### config.mk
export PLATFORM = sky130hd
export DESIGN_NAME = priority_code_decoder
export DESIGN_NICKNAME = d
export VERILOG_FILES = /design/src/rtl/priority_codec_pkg.sv /design/src/rtl/priority_code_decoder_sync_fifo.sv /design/src/rtl/priority_code_decoder.sv
export SDC_FILE = /design/constraint.sdc
export NUM_CORES = 1
export LEC_CHECK = 0
export ABC_AREA = 1
export BUFFER_PORTS_ARGS = -buffer_cell sky130_fd_sc_hd__buf_4
export CORE_ASPECT_RATIO = 2
export CORE_MARGIN = 5
export CORE_UTILIZATION = 30
export DETAILED_ROUTE_END_ITERATION = 8
export GPL_ROUTABILITY_DRIVEN = 0
export PLACE_DENSITY = 0.44
export RECOVER_POWER = 25
export SYNTH_ARGS = -nofsm -noshare
export SYNTH_HDL_FRONTEND = slang
export SYNTH_SLANG_ARGS = --single-unit
### constraint.sdc
create_clock -name clk -period 5.4 [get_ports clk]
set_input_delay 1.08 -clock clk [delete_from_list [all_inputs] [get_ports clk]]
set_output_delay 1.08 -clock clk [all_outputs]
set_load 0.01 [all_outputs]
### src/rtl/priority_codec_pkg.sv
// Types and helpers shared by the priority encoder/decoder pair and their benches.
package priority_codec_pkg;

  localparam int MAX_CODE_W = 8;
  localparam int MAX_WIDTH  = 1 << MAX_CODE_W;

  typedef enum logic [1:0] {
    IDLE = 2'd0,
    HOLD = 2'd1,
    GAP  = 2'd2
  } state_t;

  // Code field is sized for the widest supported decoder; narrower users zero-extend.
  typedef struct packed {
    logic                  none;
    logic [MAX_CODE_W-1:0] code;
  } entry_t;

  function automatic logic [MAX_WIDTH-1:0] onehot(input logic [MAX_CODE_W-1:0] code);
    logic [MAX_WIDTH-1:0] vec;
    vec       = '0;
    vec[code] = 1'b1;
    return vec;
  endfunction

endpackage

### src/rtl/priority_code_decoder_sync_fifo.sv
// Small synchronous FIFO with occupancy count; write is refused when full, read when empty.
module sync_fifo
  import priority_codec_pkg::*;
#(
  parameter  int WIDTH   = 4,
  parameter  int DEPTH   = 4,
  localparam int PTR_W   = $clog2(DEPTH),
  localparam int COUNT_W = PTR_W + 1
) (
  input  logic               clk,
  input  logic               rst,
  input  logic               push,
  input  logic [WIDTH-1:0]   wdata,
  input  logic               pop,
  output logic [WIDTH-1:0]   rdata,
  output logic [COUNT_W-1:0] count,
  output logic               full,
  output logic               empty
);

  localparam logic [COUNT_W-1:0] FULL_COUNT = COUNT_W'(DEPTH);

  logic [WIDTH-1:0]   mem_q [DEPTH];
  logic [WIDTH-1:0]   mem_d [DEPTH];
  logic [PTR_W-1:0]   wr_ptr_q, wr_ptr_d;
  logic [PTR_W-1:0]   rd_ptr_q, rd_ptr_d;
  logic [COUNT_W-1:0] count_q, count_d;
  logic               do_push;
  logic               do_pop;

  // Fullness is judged on registered occupancy, so a same-cycle pop never frees room for a push.
  always_comb begin
    do_push  = push && (count_q != FULL_COUNT);
    do_pop   = pop && (count_q != '0);
    mem_d    = mem_q;
    wr_ptr_d = wr_ptr_q;
    rd_ptr_d = rd_ptr_q;
    count_d  = count_q;

    if (do_push) begin
      mem_d[wr_ptr_q] = wdata;
      wr_ptr_d        = wr_ptr_q + PTR_W'(1);
    end
    if (do_pop) begin
      rd_ptr_d = rd_ptr_q + PTR_W'(1);
    end

    unique case ({do_push, do_pop})
      2'b10:   count_d = count_q + COUNT_W'(1);
      2'b01:   count_d = count_q - COUNT_W'(1);
      default: count_d = count_q;
    endcase
  end

  always_ff @(posedge clk) begin
    if (rst) begin
      for (int i = 0; i < DEPTH; i++) begin
        mem_q[i] <= '0;
      end
      wr_ptr_q <= '0;
      rd_ptr_q <= '0;
      count_q  <= '0;
    end else begin
      mem_q    <= mem_d;
      wr_ptr_q <= wr_ptr_d;
      rd_ptr_q <= rd_ptr_d;
      count_q  <= count_d;
    end
  end

  assign rdata = mem_q[rd_ptr_q];
  assign count = count_q;
  assign full  = (count_q == FULL_COUNT);
  assign empty = (count_q == '0);

endmodule

### src/rtl/priority_code_decoder.sv
// Replays queued priority codes as one-hot strobes held HOLD_CYCLES clocks, separated by
// GAP_CYCLES all-zero clocks so that repeated codes stay distinguishable.
module priority_code_decoder
  import priority_codec_pkg::*;
#(
  parameter  int WIDTH       = 8,
  parameter  int DEPTH       = 4,
  parameter  int HOLD_CYCLES = 4,
  parameter  int GAP_CYCLES  = 1,
  localparam int CODE_W      = $clog2(WIDTH),
  localparam int COUNT_W     = $clog2(DEPTH) + 1
) (
  input  logic               clk,
  input  logic               rst,
  input  logic               in_valid,
  output logic               in_ready,
  input  logic [CODE_W-1:0]  in_code,
  input  logic               in_none,
  output logic [WIDTH-1:0]   out_onehot,
  output logic               out_valid,
  output logic               busy,
  output logic [COUNT_W-1:0] fifo_count
);

  localparam int CNT_MAX = (HOLD_CYCLES > GAP_CYCLES) ? HOLD_CYCLES : GAP_CYCLES;
  localparam int CNT_W   = (CNT_MAX > 1) ? $clog2(CNT_MAX) : 1;
  localparam int FIFO_W  = CODE_W + 1;

  localparam logic [CNT_W-1:0] HOLD_LOAD = CNT_W'(HOLD_CYCLES - 1);
  localparam logic [CNT_W-1:0] GAP_LOAD  = (GAP_CYCLES > 0) ? CNT_W'(GAP_CYCLES - 1) : '0;

  state_t             state_q, state_d;
  logic [CNT_W-1:0]   cnt_q, cnt_d;
  entry_t             hold_q, hold_d;
  logic [WIDTH-1:0]   onehot_q, onehot_d;
  logic               valid_q, valid_d;

  logic               fifo_push;
  logic               fifo_pop;
  logic               fifo_full;
  logic               fifo_empty;
  logic [FIFO_W-1:0]  fifo_head;
  logic [COUNT_W-1:0] fifo_cnt;
  entry_t             head_entry;

  assign fifo_push = in_valid && !fifo_full;

  sync_fifo #(
    .WIDTH (FIFO_W),
    .DEPTH (DEPTH)
  ) u_fifo (
    .clk   (clk),
    .rst   (rst),
    .push  (fifo_push),
    .wdata ({in_none, in_code}),
    .pop   (fifo_pop),
    .rdata (fifo_head),
    .count (fifo_cnt),
    .full  (fifo_full),
    .empty (fifo_empty)
  );

  always_comb begin
    head_entry      = '0;
    head_entry.none = fifo_head[CODE_W];
    head_entry.code = MAX_CODE_W'(fifo_head[CODE_W-1:0]);
  end

  // A symbol ends either into GAP or, with no gap configured, straight into the next symbol.
  always_comb begin
    state_d  = state_q;
    cnt_d    = cnt_q;
    hold_d   = hold_q;
    fifo_pop = 1'b0;

    unique case (state_q)
      IDLE: begin
        if (!fifo_empty) begin
          fifo_pop = 1'b1;
          hold_d   = head_entry;
          cnt_d    = HOLD_LOAD;
          state_d  = HOLD;
        end
      end
      HOLD: begin
        if (cnt_q != '0) begin
          cnt_d = cnt_q - CNT_W'(1);
        end else if (GAP_CYCLES > 0) begin
          cnt_d   = GAP_LOAD;
          state_d = GAP;
        end else if (!fifo_empty) begin
          fifo_pop = 1'b1;
          hold_d   = head_entry;
          cnt_d    = HOLD_LOAD;
        end else begin
          state_d = IDLE;
        end
      end
      GAP: begin
        if (cnt_q != '0) begin
          cnt_d = cnt_q - CNT_W'(1);
        end else if (!fifo_empty) begin
          fifo_pop = 1'b1;
          hold_d   = head_entry;
          cnt_d    = HOLD_LOAD;
          state_d  = HOLD;
        end else begin
          state_d = IDLE;
        end
      end
      default: begin
        state_d = IDLE;
      end
    endcase

    valid_d  = (state_d == HOLD);
    onehot_d = (valid_d && !hold_d.none) ? WIDTH'(onehot(hold_d.code)) : '0;
  end

  always_ff @(posedge clk) begin
    if (rst) begin
      state_q  <= IDLE;
      cnt_q    <= '0;
      hold_q   <= '0;
      onehot_q <= '0;
      valid_q  <= 1'b0;
    end else begin
      state_q  <= state_d;
      cnt_q    <= cnt_d;
      hold_q   <= hold_d;
      onehot_q <= onehot_d;
      valid_q  <= valid_d;
    end
  end

  assign out_onehot = onehot_q;
  assign out_valid  = valid_q;
  assign in_ready   = !fifo_full;
  assign busy       = (state_q != IDLE) || !fifo_empty;
  assign fifo_count = fifo_cnt;

endmodule

# Word-level counts from Yosys, hierarchy flattened
# Cells that the tools add are included.
[op_classes]
n_mux = 24
n_mul = 0
n_eq_ne = 7
n_div = 0
reduce_logical = 18
n_addsub = 5
order_cmp = 5
bitwise = 3
n_shift = 0
[ops]
columns = ["cell", "n"]
rows = [
  ["9-bit 2-to-1 mux", 2],
  ["9-bit case mux with 2 select lines", 1],
  ["16-bit bitwise mux", 1],
  ["2-bit 2-to-1 mux", 6],
  ["4-bit 2-to-1 mux", 3],
  ["2-bit case mux with 3 select lines", 2],
  ["8-bit by 9-bit less-than comparator with 1-bit output (second input constant)", 1],
  ["4-bit binary-select mux with 2-bit select", 1],
  ["1-bit demux with 8-bit select", 1],
  ["4-bit demux with 2-bit select", 1],
  ["8-bit by 1-bit greater-or-equal comparator with 1-bit output (second input constant)", 1],
  ["2-bit by 1-bit == test with 1-bit output (second input constant)", 3],
  ["3-bit greater-or-equal comparator (second input constant)", 2],
  ["1-bit logical AND", 6],
  ["2-bit inverter with 3-bit output", 2],
  ["3-bit case mux with 2 select lines", 1],
  ["2-bit nonzero test", 3],
  ["3-bit nonzero test", 2],
  ["2-bit by 1-bit adder with 2-bit output (second input constant)", 2],
  ["2-bit == test (second input constant)", 2],
  ["1-bit 2-to-1 mux", 4],
  ["3-bit by 1-bit adder with 3-bit output (second input constant)", 1],
  ["3-bit == test (second input constant)", 1],
  ["1-bit zero test", 3],
  ["other kinds (10)", 10],
]
[totals]
wordCells = 75
output_inout_bits = 14
mem_count = 0
ramBits = 0
mem_bits_ro = 0
regBits = 45
latch_bits = 0

# Logic depth before layout (Yosys ltp)
[logic_depth]
word_depth = 11
depth_mapped = 13
ltp_nobuf = 13

# Cells and area by module
# From an unflattened synthesis, not the netlist that was laid out.
[hier_totals]
hier_cells = 334
area_unflattened_um2 = 2317.2
[by_module_without_submodules]
columns = ["module", "instances", "seq_area_each_um2", "area_each_um2", "cells_each"]
rows = [
  ["sync_fifo", 1, 460.4, 1333.8, 205],
  ["priority_code_decoder", 1, 440.4, 983.4, 129],
]

# Least setup slack after synthesis
# No wires, ideal clock.
[synth_timing]
path_kind = "input to register"
from = "input in_valid"
to = "register u_fifo.count_q[2] (netlist: u_fifo.count[2])"
stages = 8
t_arrival_ns = 2.201
path_slack_ns = 3.077
n_path_buf = 0
t_required_ns = 5.278
setup_ns = 0.122
cell_sequence = "nand2_1 -> ha_1 -> inv_1 -> fa_1 -> a21oi_1 -> o21ai_0 -> o21ai_0 -> a21oi_1"
[synth_via]
elab_chain_cells = 4
elab_cells_between_ends = 6
cone_classes = "2 x eq/ne; 1 x mux; 3 x reduce/logical"
[synth_rtl]
columns = ["item", "line_no", "text"]
rows = [
  ["from (decl)", "priority_code_decoder.sv:15", "input logic in_valid,"],
  ["1-bit logical AND (*)", "priority_code_decoder.sv:46", "assign fifo_push = in_valid && !fifo_full;"],
  ["1-bit logical AND (*)", "priority_code_decoder_sync_fifo.sv:33", "do_push = push && (count_q != FULL_COUNT);"],
  ["2-bit by 1-bit == test with 1-bit output / 2-bit == test (equally long branches)", "priority_code_decoder_sync_fifo.sv:48", "unique case ({do_push, do_pop})"],
  ["3-bit case mux with 2 select lines / 2-bit nonzero test (equally long branches)", "-", ""],
  ["to (signal assigned)", "priority_code_decoder_sync_fifo.sv:67", "count_q <= count_d;"],
  ["to (decl)", "priority_code_decoder_sync_fifo.sv:27", "logic [COUNT_W-1:0] count_q, count_d;"],
]
# Mark *: on every way between the ends. The rest lies on a longest branch, timed or not.
# A chain may end at the register's enable or synchronous reset.

==> out/qor.csv <==
metric,value,unit
Levels on crit path,4,
sw power,508.1,uW
YS warnings,0,
clk sinks,45,
Final Power,1262,uW
antenna violations before repair,0,
Worst path max stage delay,0.90,ns
grt ovf,0,
fin nets,313,
fin crit share,0.4664,
sw frac,0.4028,
IO Count,21,
Syn Area/Cell,7.503,sq um
Setup Skew,0.002671,ns
worst hold path type,flip-flop to flip-flop,
critical path launch point,rst,
reported max-cap violation count,0,
metal2 WL,2271,microns
crit path time final,2.519,ns
CP Launch Type,primary input,
outcome,completed,
Starting Density,0.3031,
critical path class,primary input to flip-flop,
Final Hold Fails,0,
clk buf depth,2,
postcts setup bufs,0,
die width,68.75,microns
Hold Crit Depth,2,
worst reg2reg path depth,13,
n_diodes,0,
Yosys cell types,28,
Reg2Reg Launch Point,state_q[0],
Worst-Margin Slew,1.264,ns
first-pass GRT wire length,7838,microns
Synth Instances,276,
routed vias,1762,
worst relative slew slack,0.1574,
most frequent cells in the layout,"nand2_1, dfxtp_1, nand3_1, a21oi_1, nor2_1",
worst-path fanout max,27,
total track usage,0.1178,
Syn Nets,293,
first-pass iteration count of the detailed router,4,
worst path arrival time,2.69,ns
internal power,753.5,uW
Seq pwr share,0.343,
htree depth,2,
CTS resizes,0,
crit-path cells,clkbuf_1 > inv_1 > nand3_1 > o21ai_0,
setup TNS,0,ns
Max Slew Vio Count,0,
register area share after synthesis,0.4350,
Core Region,6833,sq um
IO buf count,20,
"commonest non-fill, non-tap cell in the layout",nand2_1,
Worst Setup End Kind,flip-flop,
CTS Buf Count,5,
Max Used Layer,met4,
Post-CTS Hold Fix Bufs,0,
Combinational Power Share,0.417,
vias in the first global route,1744,
RSZ-0062 raised after global routing,no,
DR vias/cell,4.565,
setup violators final,0,
Routed WL,4587,microns
slowest stage cell on the critical path,clkbuf_1,
"flops & latches, synth",45,
"Area growth, synth to finish",17.04,%
post-synthesis instance area,2071,sq um
Clock power frac,0.240,
placed wire-length estimate,3504,microns
CTS tree,yes,
Die Area,8765,sq um
WL met1,2070,microns
CP required,5.57,ns
largest delay contributor family on the critical path,buffers and inverters,
Routed Antenna Nets,0,
Root Driver,clkbuf_16,
DRC viols,0,
Fmax,0.3970,GHz
pwr/cell area,520.5,nW/um^2
Pleak,0.0009999,uW
clock transition at the registers of the reported paths,0.06,ns
Starting DRT DRC Count,81,
WL per Instance,11.88,microns
Die Height,127.5,microns
Peak supply drop,0.2752,mV
Cell Rows,43,
Hold Startpoint,hold_q[6],
largest net degree at the start of global routing,28,
met3 wire length,126,microns
worst skew pair latency,0.29,ns
crit path buf inv count,2,
layout cells sized above 1,0.1655,
==> final timing paths <==
path,slack (ns),end
setup / recovery,2.88,cnt_q[1]
hold / removal,0.44,hold_q[6]
setup reg to reg,3.05,u_fifo.count[2]
hold reg to reg,0.44,hold_q[6]
==> registers in the layout, indices dropped and copies added (netlist names) <==
signal / cells
u_fifo.rd_ptr_q: 2
cnt_q: 2
u_fifo.wr_ptr_q: 2
hold_q: 9
u_fifo.count: 3
out_onehot: 8
state_q: 2
out_valid: 1
u_fifo.mem_q: 16
==> cells in the mapped netlist <==
master / number / area, sq um
nand2_1: 61 / 229.0
dfxtp_1: 45 / 900.9
nand3_1: 33 / 165.2
a21oi_1: 26 / 130.1
nor2_1: 25 / 93.84
inv_1: 23 / 86.33
o21ai_0: 15 / 75.07
ha_1: 9 / 112.6
inv_2: 9 / 33.78
nand2_2: 4 / 25.02
buf_6: 3 / 33.78
nor2_2: 3 / 18.77
o21ai_1: 3 / 15.01
clkbuf_1: 2 / 7.510
nor3_1: 2 / 10.01
a221oi_1: 1 / 8.760
a31oi_1: 1 / 6.260
buf_1: 1 / 3.750
buf_4: 1 / 7.510
fa_1: 1 / 20.02
inv_4: 1 / 6.260
nand2_4: 1 / 11.26
nand3_2: 1 / 10.01
nand3_4: 1 / 17.52
nor2_4: 1 / 11.26
o21ai_2: 1 / 8.760
o21ai_4: 1 / 16.27
o22ai_1: 1 / 6.260
==> layout make-up <==
class / count / area (sq um)
clock buffers: 6 / 138.9
inverters: 33 / 126.4
multi-input cells: 191 / 991.0
flip-flops and latches: 45 / 900.9
well taps: 90 / 112.6
clock inverters: 1 / 7.507
repair buffers: 20 / 146.4
fillers: 749 / 4409
==> logic make-up (layout without fill, tap and decap cells) <==
kind of cell    after synthesis  in the layout  share of synthesized area
fa+ha+maj                    10             10                    0.06405
buf+inv                      40             60                    0.08640
simple gates                132            132                     0.2858
compound gates               49             49                     0.1287
flops                        45             45                     0.4350
==> worst reg2reg max path, cell delays in order (launching register included) <==
cell and delay [ns]:
dfxtp_1 0.34, inv_1 0.12, ha_1 0.20, inv_1 0.08, nand2_1 0.14, nand3_4 0.16, inv_2 0.12, ha_1 0.14
inv_1 0.06, fa_1 0.38, a21oi_1 0.15, o21ai_0 0.12, o21ai_0 0.17, a21oi_1 0.05
==> power by group through the flow <==
stage               registers (uW)  clock network, uW  logic [uW]
floorplan                      434                  0         416
global placement               440                  0         532
detailed placement             441                  0         536
CTS                            434                316         537
global route                   441                328         613
finish                         432                303         526
==> per-layer routing <==
metal	GRT usage	vias to the layer above
li1	-	924
met1	0.1411	808
met2	0.1927	20
met3	0.02639	10
met4	0.05632	0
met5	0	-
==> through the flow <==
| step | setup WS, ns | util | hold slack (ns) | cell area (sq um) | cells |
|---|---|---|---|---|---|
| after detailed placement | 2.810 | 0.3338 | 0.4338 | 2281 | 379 |
| after CTS | 3.032 | 0.3552 | 0.4450 | 2427 | 386 |
| after global placement | 2.875 | 0.3338 | 0.4275 | 2281 | 379 |
| final | 2.881 | 0.3547 | 0.4417 | 2424 | 386 |
| after floorplan | 3.077 | - | 0.4170 | 2071 | 276 |
| after global routing | 2.661 | 0.3547 | 0.4677 | 2424 | 386 |
Note: power is estimated with default switching activity, not from simulation.
